[src/rtl/down_timer_arbiter_if.sv]
// Bundle between the client control logic and the shared down-counter
// arbiter. The clients drive requests, per-client lengths and the global
// pause. The arbiter returns grant, done pulse, live count and busy.
interface down_timer_arbiter_if #(
  parameter int WIDTH = 4,
  parameter int N_REQ = 4
);

  logic [N_REQ-1:0]       req;       // one request line per client
  logic [N_REQ*WIDTH-1:0] load_val;  // slice i is client i's countdown length
  logic                   hold;      // global pause of the running countdown
  logic [N_REQ-1:0]       grant;     // one-hot owner of the counter
  logic [N_REQ-1:0]       done;      // one-cycle expiry pulse to the owner
  logic [WIDTH-1:0]       count;     // live value of the shared counter
  logic                   busy;      // arbiter is not idle

  // Client side: issues requests and observes the outcome.
  modport master (
    output req, load_val, hold,
    input  grant, done, count, busy
  );

  // Arbiter side: consumes requests and owns the counter outputs.
  modport slave (
    input  req, load_val, hold,
    output grant, done, count, busy
  );

endinterface

[src/rtl/down_timer_arbiter.sv]
// Round-robin owner of one shared WIDTH-bit down-counter.
// A client is picked in IDLE, its length is loaded and counted to zero in
// COUNT, and a one-cycle done pulse is raised in DONE before the counter is
// released. The owner may abort by dropping req, and hold pauses the count.
module down_timer_arbiter #(
  parameter int WIDTH = 4,
  parameter int N_REQ = 4
) (
  input  logic             clk,
  input  logic             reset,
  down_timer_arbiter_if.slave bus
);

  localparam int IDX_W = $clog2(N_REQ);

  typedef enum logic [1:0] {
    S_IDLE  = 2'd0,
    S_COUNT = 2'd1,
    S_DONE  = 2'd2
  } state_t;

  // Registered state and outputs
  state_t           r_state;
  logic [N_REQ-1:0] r_grant;
  logic [N_REQ-1:0] r_done;
  logic [WIDTH-1:0] r_count;
  logic [IDX_W-1:0] r_last;

  // Next values
  state_t           w_state_nxt;
  logic [N_REQ-1:0] w_grant_nxt;
  logic [N_REQ-1:0] w_done_nxt;
  logic [WIDTH-1:0] w_count_nxt;
  logic [IDX_W-1:0] w_last_nxt;

  // Arbitration and decode helpers
  logic [WIDTH-1:0] w_load [N_REQ];
  logic [IDX_W-1:0] w_cand;
  logic [IDX_W-1:0] w_win;
  logic             w_any_req;
  logic [N_REQ-1:0] w_win_onehot;
  logic             w_owner_req;
  logic             w_expired;

  // Split the flat length bus into one entry per client.
  always_comb begin
    for (int i = 0; i < N_REQ; i++) begin
      w_load[i] = bus.load_val[i*WIDTH +: WIDTH];
    end
  end

  // Round-robin search: first active request after the last winner, wrapping.
  always_comb begin
    // NOTE: every variable written here gets a default first, so no path
    // through the block can leave it unassigned and infer a latch.
    w_cand    = '0;
    w_win     = r_last;
    w_any_req = 1'b0;
    for (int k = 1; k <= N_REQ; k++) begin
      w_cand = IDX_W'((int'(r_last) + k) % N_REQ);
      if (!w_any_req && bus.req[w_cand]) begin
        w_any_req = 1'b1;
        w_win     = w_cand;
      end
    end
  end

  assign w_win_onehot = N_REQ'(1) << w_win;
  // The owner still wants the counter only while its own req stays high.
  assign w_owner_req  = |(bus.req & r_grant);
  assign w_expired    = (r_count == '0);

  // State register together with the registered outputs and the pointer.
  always_ff @(posedge clk) begin
    // NOTE: non-blocking assignments make every register sample the
    // pre-edge values, independent of statement order.
    if (reset) begin
      r_state <= S_IDLE;
      r_grant <= '0;
      r_done  <= '0;
      r_count <= '1;
      r_last  <= IDX_W'(N_REQ - 1);
    end else begin
      r_state <= w_state_nxt;
      r_grant <= w_grant_nxt;
      r_done  <= w_done_nxt;
      r_count <= w_count_nxt;
      r_last  <= w_last_nxt;
    end
  end

  // Next-state logic: abort beats hold, hold beats expiry.
  always_comb begin
    w_state_nxt = r_state;
    unique case (r_state)
      S_IDLE: begin
        if (w_any_req) begin
          w_state_nxt = S_COUNT;
        end
      end
      S_COUNT: begin
        if (!w_owner_req) begin
          w_state_nxt = S_IDLE;
        end else if (bus.hold) begin
          w_state_nxt = S_COUNT;
        end else if (w_expired) begin
          w_state_nxt = S_DONE;
        end
      end
      S_DONE: begin
        w_state_nxt = S_IDLE;
      end
      default: begin
        w_state_nxt = S_IDLE;
      end
    endcase
  end

  // Output logic: next values of grant, done, counter and pointer.
  always_comb begin
    w_grant_nxt = r_grant;
    w_done_nxt  = '0;
    w_count_nxt = r_count;
    w_last_nxt  = r_last;
    unique case (r_state)
      S_IDLE: begin
        // Lengths are captured only here; later load_val changes are ignored.
        if (w_any_req) begin
          w_grant_nxt = w_win_onehot;
          w_count_nxt = w_load[w_win];
          w_last_nxt  = w_win;
        end else begin
          w_grant_nxt = '0;
        end
      end
      S_COUNT: begin
        if (!w_owner_req) begin
          // Abort keeps the counter where it stopped and gives no done.
          w_grant_nxt = '0;
        end else if (bus.hold) begin
          w_count_nxt = r_count;
        end else if (w_expired) begin
          // Grant stays up alongside the done pulse.
          w_done_nxt = r_grant;
        end else begin
          w_count_nxt = r_count - WIDTH'(1);
        end
      end
      S_DONE: begin
        w_grant_nxt = '0;
        w_count_nxt = '0;
      end
      default: begin
        w_grant_nxt = '0;
      end
    endcase
  end

  assign bus.grant = r_grant;
  assign bus.done  = r_done;
  assign bus.count = r_count;
  assign bus.busy  = (r_state != S_IDLE);

endmodule

[src/flat_wrapper.sv]
// flat-port wrapper written by rule: the top's interface ports become plain ports
module down_timer_arbiter_flat 
#(
  parameter int WIDTH = 4,
  parameter int N_REQ = 4
)
  (clk, reset, bus_req, bus_load_val, bus_hold, bus_grant, bus_done, bus_count, bus_busy);
  down_timer_arbiter_if #(.WIDTH(WIDTH), .N_REQ(N_REQ)) bus_i ();
  input  logic clk;
  input  logic reset;
  input wire logic [$bits(bus_i.req)-1:0] bus_req;
  input wire logic [$bits(bus_i.load_val)-1:0] bus_load_val;
  input wire logic [$bits(bus_i.hold)-1:0] bus_hold;
  output wire logic [$bits(bus_i.grant)-1:0] bus_grant;
  output wire logic [$bits(bus_i.done)-1:0] bus_done;
  output wire logic [$bits(bus_i.count)-1:0] bus_count;
  output wire logic [$bits(bus_i.busy)-1:0] bus_busy;
  assign bus_i.req = bus_req;
  assign bus_i.load_val = bus_load_val;
  assign bus_i.hold = bus_hold;
  assign bus_grant = bus_i.grant;
  assign bus_done = bus_i.done;
  assign bus_count = bus_i.count;
  assign bus_busy = bus_i.busy;
  down_timer_arbiter #(.WIDTH(WIDTH), .N_REQ(N_REQ)) u_core (.clk(clk), .reset(reset), .bus(bus_i));
endmodule
[config.mk]
export PLATFORM = sky130hd
export DESIGN_NAME = down_timer_arbiter_flat
export DESIGN_NICKNAME = d
export VERILOG_FILES = /design/src/rtl/down_timer_arbiter_if.sv /design/src/rtl/down_timer_arbiter.sv /design/src/flat_wrapper.sv
export SDC_FILE = /design/constraint.sdc
export NUM_CORES = 1
export LEC_CHECK = 0
export ABC_AREA = 1
export BUFFER_PORTS_ARGS = -buffer_cell sky130_fd_sc_hd__buf_2
export CAP_MARGIN = 10
export CORE_ASPECT_RATIO = 0.75
export CORE_MARGIN = 5
export CORE_UTILIZATION = 51
export CTS_CLUSTER_DIAMETER = 100
export DETAILED_ROUTE_END_ITERATION = 10
export GPL_TIMING_DRIVEN = 0
export PLACE_DENSITY = 0.78
export SYNTH_ARGS = -nofsm -noshare
export SYNTH_HDL_FRONTEND = slang
export SYNTH_SLANG_ARGS = --single-unit
[constraint.sdc]
create_clock -name clk -period 4.7 [get_ports clk]
set_input_delay 0.94 -clock clk [delete_from_list [all_inputs] [get_ports clk]]
set_output_delay 0.94 -clock clk [all_outputs]
set_load 0.05 [all_outputs]
==> flow_summary.yaml <==
timing:
  slew-limit-headroom_pct: 69.9
  finalCriticalPeriod_ns: 2.26
  setup-violations-final: 0
  fmaxAchievable_mhz: 442
  total_negative_setup_slacks_ns: 0
  period_share_pct: 48.1
  grt_setup_unrepaired: "false"
  clock_skew_ns: 0.00465
  final_max_slew_viol_count: 0
  timing_worst_slew_pin_value_ns: 0.452
  hold_violations: 0
  timing.final.ws_setup_ns: 2.44
floorplan:
  die-area_sq_um: 3810
  core-area_sq_um: 2580
  die_width_um: 69.6
  floorplan.io_pins: 36
  fp-row-count: 16
  floorplan.die.height_um: 54.7
  floorplan.initialDensity_pct: 52.7
setup_path:
  slowest_stage: "dfxtp_1"
  stage_delay_of_the_slowest_cell_on_the_critical_path_ns: 0.37
  timing.critical_path.to_type: "primary output"
  required_ns: 3.76
  cp_cell_sequence: "inv_1, ha_1, inv_1, buf_2"
  cpMostUsedCell: "inv_1"
  critical_path_arrival_ns: 1.32
  worst_setup_path_start_kind: "register"
  setup.worst_path.class: "register to primary output"
  path_max_fanout: 4
  cpLargestDelayFamily: "buffers and inverters"
  path_buf_inv: 3
placement:
  post-place-ws_ns: 2.46
  gpl.final_weighted_congestion: 0.862
  placed_insts: 277
  dpl.hpwl_um: 2440
  port_buffers: 35
power:
  p_per_area_nw_per_um2: 794
  power.leakage_nw: 0.872
  vdd_ir_drop_max_mv: 0.364
  post-layout-total-power_mw: 1.28
detailed_routing:
  post_drt_via_cell_ratio: 4.85
  wire_per_inst_um: 10.3
  drt-total-wl_um: 2900
  drc_errors: 0
  detailedRoute.firstPassIterationCount: 4
  via_count: 1364
  ant_nets: 0
  drt-initial-drc-count: 76
run_status:
  status: "finished, final reports clean"
synth:
  synthTopCellsByArea: "dfxtp_1 24%, nand2_1 17%, nand3_1 8.5%"
  library_cell_with_the_largest_summed_area_after_synthesis: "dfxtp_1"
  netlist.area_leader.share_pct: 23.6
  avgSynthCellArea_sq_um: 6.60
  synth_enable_flop_cells: 0
  yosys_warnings: 0
  netlist_area_sq_um: 1360
  synth.net_count: 233
  syn-instance-count: 206
  synth.lib_cells_used.distinct: 28
  share_of_synthesized_area_occupied_by_flip_flops_and_latches_pct: 23.6
  synth_top_flop_cell: "dfxtp_1"
  ys_seq_elements: 16
  async_reset_ff_share_pct: 0
global_routing:
  grt_start_max_net_pins: 11
  grt_antenna_before_repair: 0
  first_global_vias: 1265
  grt_overflow_total: 0
  grt_pass1_wl_um: 5100
  global_route_usage_over_all_layers_pct: 16.3
clock_tree:
  post_cts_buffers: 0
  hold_buffers: 0
  cts_root_buf: "clkbuf_4"
  ctsResizeCount: 0
  clk_pin_slew_worst_paths_ns: 0.09
  inserted_clock_buffers: 3
  clk_path_buf_depth: 2
  tritoncts: "built"
  htree_levels: 1
  cts_sinks: 16
  clk_latency_ns: 0.29
cells_and_area:
  layout_commonest_cell: "nand2_1"
  synthToLayoutAreaGrowth_pct: 18.9
  final_cell_count_no_fill: 281
  share_of_post_route_cells_with_drive_strength_above_1_pct: 31.8
  nets: 273
  fin_util_pct: 62.6
  layout.filler_cells: 258
  layout.cells.most_common_list: "60 x nand2_1, 35 x buf_2, 25 x inv_1"
  diodes: 0
hold_path:
  hp-class: "register to register"
flow_run:
  total_of_max_cap_violations: 0
## state kept, by name (all words and copies together), names as in the netlist
name / count
u_core.r_last: 2
u_core.bus.count: 4
u_core.r_state: 2
u_core.bus.grant: 4
u_core.bus.done: 4
## logic make-up after synthesis
group	Yosys count	synth area share, %
AND/OR/NAND/NOR	136	54.9
buffers and inverters	31	10.1
AO/OA/AOI/OAI	19	7.73
flip-flops	16	23.6
adder cells (fa/ha/maj)	4	3.68
## stage by stage
step / instance area, sq um / hold slack (ns)
global placement: 1580 / 0.449
floorplan: 1360 / 0.470
global route: 1620 / 0.511
CTS: 1620 / 0.469
finish: 1620 / 0.469
detailed placement: 1580 / 0.454
## per-layer routing
layer	part of all wire, %	global-route usage (%)	vias to the layer above
met5	0	0	-
met4	0.41	1.59	0
met1	51	21.5	581
met3	8.4	5.14	2
li1	-	-	729
met2	40	27.5	52
## path summary, 6_finish.rpt
| check | start | endpoint | slack (ns) | depth (start not counted) |
|---|---|---|---|---|
| worst max-delay path | u_core.r_state[0] | bus_busy | 2.44 | 4 |
| worst min register to register | u_core.bus.grant[1] | u_core.bus.done[1] | 0.47 | 2 |
| worst max register to register | u_core.r_last[1] | u_core.bus.count[0] | 2.95 | 15 |
| worst min-delay path | u_core.bus.grant[1] | u_core.bus.done[1] | 0.47 | 2 |
## worst reg2reg max path, cell delays in order, from the launching register on
cell	delay (ns)
dfxtp_1	0.49
inv_2	0.12
nand2_2	0.09
nand2_4	0.07
nand2_2	0.08
nand2_4	0.07
inv_6	0.09
nand3_4	0.08
clkinv_2	0.07
nand2_2	0.04
nand2_2	0.12
nand2_1	0.07
nand3_1	0.08
nand2_1	0.05
nand2_1	0.06
nand2_1	0.05
## synthesized netlist by cell type, types with 2 or more instances
| cell type | number |
|---|---|
| a21oi_1 | 8 |
| dfxtp_1 | 16 |
| ha_1 | 4 |
| inv_1 | 25 |
| nand2_1 | 60 |
| nand2_2 | 13 |
| nand2_4 | 10 |
| nand3_1 | 23 |
| nand3_2 | 3 |
| nand3_4 | 3 |
| nand4_1 | 2 |
| nor2_1 | 17 |
| o21ai_0 | 7 |
## power breakdown
group	switching, mW	internal (mW)
clock network	0.0431	0.0472
registers	0.0399	0.181
logic	0.670	0.303
## layout make-up
cell class	instances	area, sq um	area share, %
multi-input combinational	159	902	55.8
sequential	16	320	19.8
timing repair buffer	35	175	10.8
inverter	29	123	7.59
tap	36	45.0	2.79
clock buffer	4	36.3	2.24
buffer	2	15.0	0.929
No activity file was read; power rests on OpenSTA's default activity.
